<file path="src/rtl/alu_mult_sequencer.sv">
// Multi-cycle radix-2 shift-add multiply controller for the EX-stage ALU.
// Stalls the pipeline while a mult (ALUControl 3'b110) iterates, then pulses mul_done with the product.
module alu_mult_sequencer #(
  parameter int WIDTH      = 32,
  parameter int EARLY_EXIT = 1
) (
  input  logic             clk,
  input  logic             reset,
  input  logic             ex_valid,
  input  logic [2:0]       ALUControl,
  input  logic             flush,
  input  logic [WIDTH-1:0] src_a,
  input  logic [WIDTH-1:0] src_b,
  output logic             stall,
  output logic             mul_done,
  output logic [WIDTH-1:0] prod_lo,
  output logic [WIDTH-1:0] prod_hi,
  output logic             busy
);

  localparam int CW = (WIDTH > 1) ? $clog2(WIDTH) : 1;
  localparam logic [CW-1:0] LAST = CW'(WIDTH - 1);
  localparam logic [2:0] OP_MULT = 3'b110;

  localparam logic [1:0] S_IDLE = 2'd0;
  localparam logic [1:0] S_BUSY = 2'd1;
  localparam logic [1:0] S_DONE = 2'd2;

  logic [1:0]         state;
  logic [2*WIDTH-1:0] acc;
  logic [2*WIDTH-1:0] mcand;
  logic [WIDTH-1:0]   mplier;
  logic [CW-1:0]      cnt;
  logic [2*WIDTH-1:0] prod;

  logic               mul_req;
  logic [2*WIDTH-1:0] addend;
  logic [2*WIDTH-1:0] acc_nxt;
  logic               last_iter;

  always_comb begin
    mul_req   = ex_valid && (ALUControl == OP_MULT) && !flush;
    addend    = mplier[0] ? mcand : '0;
    acc_nxt   = acc + addend;
    // Early exit fires once no set multiplier bits remain after this iteration.
    last_iter = (cnt == LAST) || ((EARLY_EXIT != 0) && ((mplier >> 1) == '0));
  end

  always_ff @(posedge clk) begin
    if (reset) begin
      state  <= S_IDLE;
      acc    <= '0;
      mcand  <= '0;
      mplier <= '0;
      cnt    <= '0;
      prod   <= '0;
    end else begin
      case (state)
        S_IDLE: begin
          if (mul_req) begin
            acc    <= '0;
            mcand  <= {{WIDTH{1'b0}}, src_a};
            mplier <= src_b;
            cnt    <= '0;
            state  <= S_BUSY;
          end
        end
        S_BUSY: begin
          if (flush) begin
            state <= S_IDLE;
          end else begin
            acc    <= acc_nxt;
            mcand  <= mcand << 1;
            mplier <= mplier >> 1;
            cnt    <= cnt + 1'b1;
            if (last_iter) begin
              prod  <= acc_nxt;
              state <= S_DONE;
            end
          end
        end
        S_DONE:  state <= S_IDLE;
        default: state <= S_IDLE;
      endcase
    end
  end

  // The request-cycle term is combinational so EX holds on the very cycle the mult is seen.
  always_comb begin
    busy     = (state == S_BUSY);
    stall    = !reset && (((state == S_IDLE) && mul_req) || (busy && !flush));
    mul_done = !reset && (state == S_DONE);
    prod_lo  = prod[WIDTH-1:0];
    prod_hi  = prod[2*WIDTH-1:WIDTH];
  end

endmodule

</file>
<file path="config.mk">
export PLATFORM = sky130hd
export DESIGN_NAME = alu_mult_sequencer
export DESIGN_NICKNAME = d
export VERILOG_FILES = /design/src/rtl/alu_mult_sequencer.sv
export SDC_FILE = /design/constraint.sdc
export NUM_CORES = 1
export LEC_CHECK = 0
export ABC_AREA = 1
export BUFFER_PORTS_ARGS = -buffer_cell sky130_fd_sc_hd__buf_2
export CORE_MARGIN = 5
export CORE_UTILIZATION = 42
export CTS_CLUSTER_SIZE = 12
export DETAILED_ROUTE_END_ITERATION = 7
export SYNTH_ARGS = -nofsm -noshare
export SYNTH_HDL_FRONTEND = slang
export SYNTH_SLANG_ARGS = --single-unit
</file>
<file path="constraint.sdc">
create_clock -name clk -period 2.8 [get_ports clk]
set_input_delay 0.14 -clock clk [delete_from_list [all_inputs] [get_ports clk]]
set_output_delay 0.14 -clock clk [all_outputs]
set_load 0.05 [all_outputs]
</file>
## Yosys cells after proc, flatten, opt, wreduce, memory -nomap -nowiden

Cells that the tools add are included.
Widths: inputs -> output; s select.

- Memories: 0
- Output and inout port bits: 67
- ROM bits: 0
- Logic and storage cells: 49
- Flip-flop bits (word level): 231
- Input port bits: 71
- Bits in writable memories: 0
- Latch bits: 0

- Bitwise logic cells: 1
- Multiply operators: 0
- Equal/unequal tests: 7
- $add $sub $neg: 2
- Reductions and logical operators: 16
- Shift operators: 0
- Divide/modulo/power cells: 0
- Order comparisons: 0
- Multiplexer cells: 17

Operators by type and width:

| kind | number |
|---|---|
| $mux 64 | 5 |
| $pmux 64 s2 | 2 |
| $add 64x64->64 | 1 |
| $mux 32 | 2 |
| $pmux 32 s2 | 1 |
| $logic_not 32->1 | 1 |
| $mux 5 | 2 |
| $pmux 5 s2 | 1 |
| $logic_and 1x1->1 | 6 |
| $mux 2 | 3 |
| $reduce_and 3->1 | 2 |
| $add 5x1->5 const B | 1 |
| $eq 5x5->1 const B | 1 |
| $ne 2x2->1 const B | 2 |
| $pmux 2 s2 | 1 |
| $eq 3x3->1 const B | 1 |
| $ne 3x2->1 const B | 1 |
| $eq 2x1->1 const B | 1 |
| $eq 2x2->1 const B | 1 |
| $logic_not 1->1 | 2 |
| $logic_not 2->1 | 1 |
| $logic_or 1x1->1 | 2 |
| $reduce_and 2->1 | 1 |
| $reduce_bool 2->1 | 1 |
| $not 1->1 | 1 |

## Longest topological paths before layout

- Depth in word-level cells: 6
- Gate-level depth with buffers: 21
- Gate-level depth less buffers: 19

## Worst setup path before layout

Ideal clock, no wire load.

- Path type: register to register
- Start: register mplier[0]
- End: register prod[40]
- Arrival time: 2.495 ns
- Setup time: 0.115 ns
- Cell stages (with the launch flop): 20
- Setup slack: 0.190 ns
- Required time: 2.685 ns
- Cell sequence: dfxtp_1 -> clkbuf_1 -> buf_1 -> nand2_1 -> inv_1 -> ha_1 -> inv_1 -> fa_1 -> inv_1 -> nand3_1 -> nand3_1 -> nand2_1 -> nand2_1 -> nand3_1 -> nand3_1 -> nand2_1 -> nand3_1 -> nand2_1 -> o21ai_0 -> inv_1

- Longest elaborated chain between the ends: 2

Ends and longest elaborated chain:

| element | RTL line | RTL |
|---|---|---|
| start: declaration | 32 | `logic [WIDTH-1:0] mplier;` |
| start signal: assignment | 63 | `mplier <= src_b;` |
| start signal: assignment | 74 | `mplier <= mplier >> 1;` |
| $mux 64 | 43 | `addend = mplier[0] ? mcand : '0;` |
| $add 64x64->64 | 44 | `acc_nxt = acc + addend;` |
| end signal: assignment | 77 | `prod <= acc_nxt;` |
| end: declaration | 34 | `logic [2*WIDTH-1:0] prod;` |

Every way passes these cells.
A chain may end at the register's enable or synchronous reset.

## Final worst setup path

- Start: register mplier[0]
- End: register prod[52]

The elaborated chain is that of the path after synthesis.

==> results by group <==
Global routing
  • Vias in the first global route: ~14,000
  • Largest net degree at the start of global routing: 95
  • Initial antenna violation count: 0
  • First-pass GRT wire length: 76,290 um
  • Grt total ovfl: 0
  • Global Route Usage Sum: 24.40%

Critical path
  • Critical Path RT: 3250 ps
  • Kind of critical path: flip-flop to flip-flop
  • Setup crit end: prod[52]
  • R2R depth: 18
  • Max incr delay on CP: 400 ps
  • Instance count on the critical path: 18
  • Slowest-stage cell, CP: fa_1
  • Top fanout value on the critical path: 32
  • R2R Path End: prod[52]
  • CP Cell Sequence: buf_12, nand2_1, inv_1, ha_1, inv_1, fa_1, inv_1, nand3_1, nand3_2, nand2_1, nand3_2, nand2_1, nand2_2, nand3_1, nand3_1, nand3_1, nand2_1, inv_1
  • Critical path startpoint category: flip-flop
  • Critical Path Sink Type: flip-flop
  • Critical Path AT: about 3100 ps
  • Crit path launch: mplier[0]
  • R2r setup slk: about 130 ps
  • CP Buf/Inv Count: 5
  • Critical path's top delay family: simple AND/OR/NAND/NOR gates
  • Worst flop-to-flop path startpoint: mplier[0]

STA
  • F_max: 375.2 MHz
  • RSZ-0062 raised after global routing: yes
  • Period minus WS final: 2665 ps
  • Setup TNS: 0 ps
  • Worst-margin pin slew: 636.6 ps
  • Setup violations, final: 0
  • Slew Viols, Final: 0
  • Final Hold Vio Count: 0
  • Post-route clock period utilization: 95.18%
  • Slew margin rel.: 57.50%
  • Final hold slack: around 90 ps
  • Worst Skew: 17.35 ps

Pwr
  • Peak VDD IR: around 0.0004 V
  • P_leak: 9.688 nW
  • Tot Pwr: about 7.3 mW
  • Pwr dens: 413.2 nW/um2

Synth
  • Yosys reg bits: 231
  • Syn nets: 2,542
  • Register area share after synthesis: 32.10%
  • Netlist cell types: 36
  • Ys Warns: 0
  • Main flop type after synthesis: dfxtp_1
  • Syn Std Cell Area: 14,410 um2
  • Async SR Flop Fraction: 0%
  • Post-synth EDFFs: 0
  • Syn_area_per_cell: 5.990 um2
  • Synthesized instance count: 2,405

Drt
  • Vias/cell: 4.884
  • Drt drc: 0
  • DRT iter0 DRCs: 1,036
  • Routed Antenna Nets: 0
  • DR pass1 iterations: 6
  • DRT Wirelength: slightly below 50,000 um
  • Vias: 15,060
  • Routed wire per std cell: 15.71 um

Cells and area
  • NumNets Final: 2,755
  • Final instance area: between 15,000 and 20,000 um2
  • Ant. Diodes: 0
  • Synth-to-layout area growth: 22.08%
  • Layout cells sized above 1: 11.49%

Clocking
  • H-tree depth: 1
  • Worst-path clk slew: 60 ps
  • TritonCTS buffer count: 27
  • Insertion delay to the later sink of the worst-skew pair: approximately 570 ps
  • Root buffer cell: clkbuf_16
  • CTS tree: done
  • Clk sink count: 231
  • Clock buffer depth: 3

Status
  • Outcome: finished clean

Place
  • PortBufs: 137
  • GP Congestion: a little under 1
  • HPWL after DPL: 37,030 um
  • Post-place instance area: 15,870 um2

Floorplan
  • Core box area: 33,700 um2
  • Die Wd: 195.2 um
  • Num ports: around 140
  • Initial Util: around 43%
  • Die Span Y: 195.2 um
  • Cell Rows: 67
  • Die area: 38,110 um2

Hold path
  • Tightest Hold Check Type: input port to flip-flop

Job
  • Max-Cap Viols: 0
-- worst min path at each step --
stage	slack [ps]	to	cells past startpoint	start
floorplan	290	mplier[31]	2	src_b[31]
global placement	410	mplier[12]	3	src_b[12]
detailed placement	410	mplier[12]	3	src_b[12]
CTS	80	mplier[31]	4	ALUControl[0]
global route	120	state[0]	4	ALUControl[0]
finish	90	mplier[31]	4	ALUControl[0]
-- layout by cell type (no fill, tap or decap), drive strengths merged --
cell	n
nand2	909
inv	435
dfxtp	231
nor2	202
buf	198
o21ai	124
a21oi	87
nand3	74
dlygate4sd3	65
ha	65
a31oi	62
clkbuf	38
o22ai	31
nor3	21
xor2	18
xnor2	16
o21bai	16
nor4	9
a22o	6
clkinv	5
nand4	4
nand3b	4
o211ai	4
and2	2
bufinv	2
a211oi	2
or2	1
a21boi	1
nor3b	1
o21a	1
fa	1
clkinvlp	1
-- logic make-up after synthesis --
family	after synthesis	share of synthesized area, %
fa+ha+maj	66	5.784
xor+xnor	34	2.067
simple gates	1227	33.38
compound gates	334	13.02
buf+inv	513	13.65
flops	231	32.10
-- layer usage --
| layer | share of wire, % | track usage, % |
|---|---|---|
| met1 | 48 | 34.29 |
| met3 | 5.3 | 3.291 |
| met2 | 45 | 40.07 |
| met4 | 2.0 | 5.508 |
| met5 | 0 | 0 |
-- metrics by stage --
stage,util [%],instances,setup slack [ps]
finish,52.19,3084,134.8
CTS,51.66,3084,22.08
detailed placement,47.08,2972,1.092
floorplan,-,2405,189.9
global placement,47.08,2972,-11.77
global route,52.19,3084,-79.86
-- timing repair --
| item | 4_1_cts | 5_1_grt |
|---|---|---|
| setup endpoints to repair | 3 | 64 |
| gates resized for setup | 3 | 53 |
| hold buffers | 65 | 0 |
| endpoints found under the hold margin | 64 | 0 |
| pin swaps | 0 | 0 |
| setup buffers | 0 | 0 |
-- flip-flops by register name, summed over array words and instances (netlist names) --
| signal | count |
|---|---|
| cnt | 5 |
| state | 2 |
| mcand | 64 |
| acc | 64 |
| prod | 64 |
| mplier | 32 |
-- worst min-delay path: cells and delay by family --
family                 cells  cell delay (ps)
and+or+nand+nor            2              270
AOI/OAI and AO/OA          1              120
buffers and inverters      1               80
-- report_power, final --
| part | internal, mW | total [mW] | switching [mW] |
|---|---|---|---|
| Sequential | 3.32 | 3.35 | 0.0271 |
| Combinational | 0.163 | 0.377 | 0.214 |
| Clock | 2.09 | 3.54 | 1.45 |
| Total | 5.57 | 7.27 | 1.69 |
-- cell type report --
cell class / count / area, um2
Timing Repair Buffer: 263 / 1882
Inverter: 434 / 1629
Fill cell: 3561 / 16110
Sequential cell: 231 / 4626
Clock inverter: 9 / 116.4
Clock buffer: 38 / 767.0
Tap cell: 448 / 560.5
Multi-Input combinational cell: 1661 / 8006
-- synth_stat cells, types with 2 or more instances --
master,count,area (um2)
and2_1,2,12.51
ha_1,65,813.3
o21ai_1,21,105.1
o21bai_1,16,120.1
o21ai_0,103,515.5
inv_2,5,18.77
xnor2_1,16,140.1
nand3b_1,4,30.03
nand2_2,2,12.51
a31oi_1,62,387.9
nand2_1,907,3405
a22o_1,6,52.55
o211ai_1,4,30.03
nor4_1,9,56.30
a21oi_1,87,435.4
nand4_1,4,25.02
buf_2,24,120.1
nor2_2,2,12.51
nand3_1,74,370.4
nor2_4,2,22.52
buf_1,6,22.52
buf_4,3,22.52
dfxtp_1,231,4624
nor3_1,21,105.1
o22ai_1,31,193.9
nor2_1,198,743.2
xor2_1,18,157.7
inv_1,429,1610
clkbuf_1,46,172.7
Note: power is estimated with default switching activity, not from simulation.
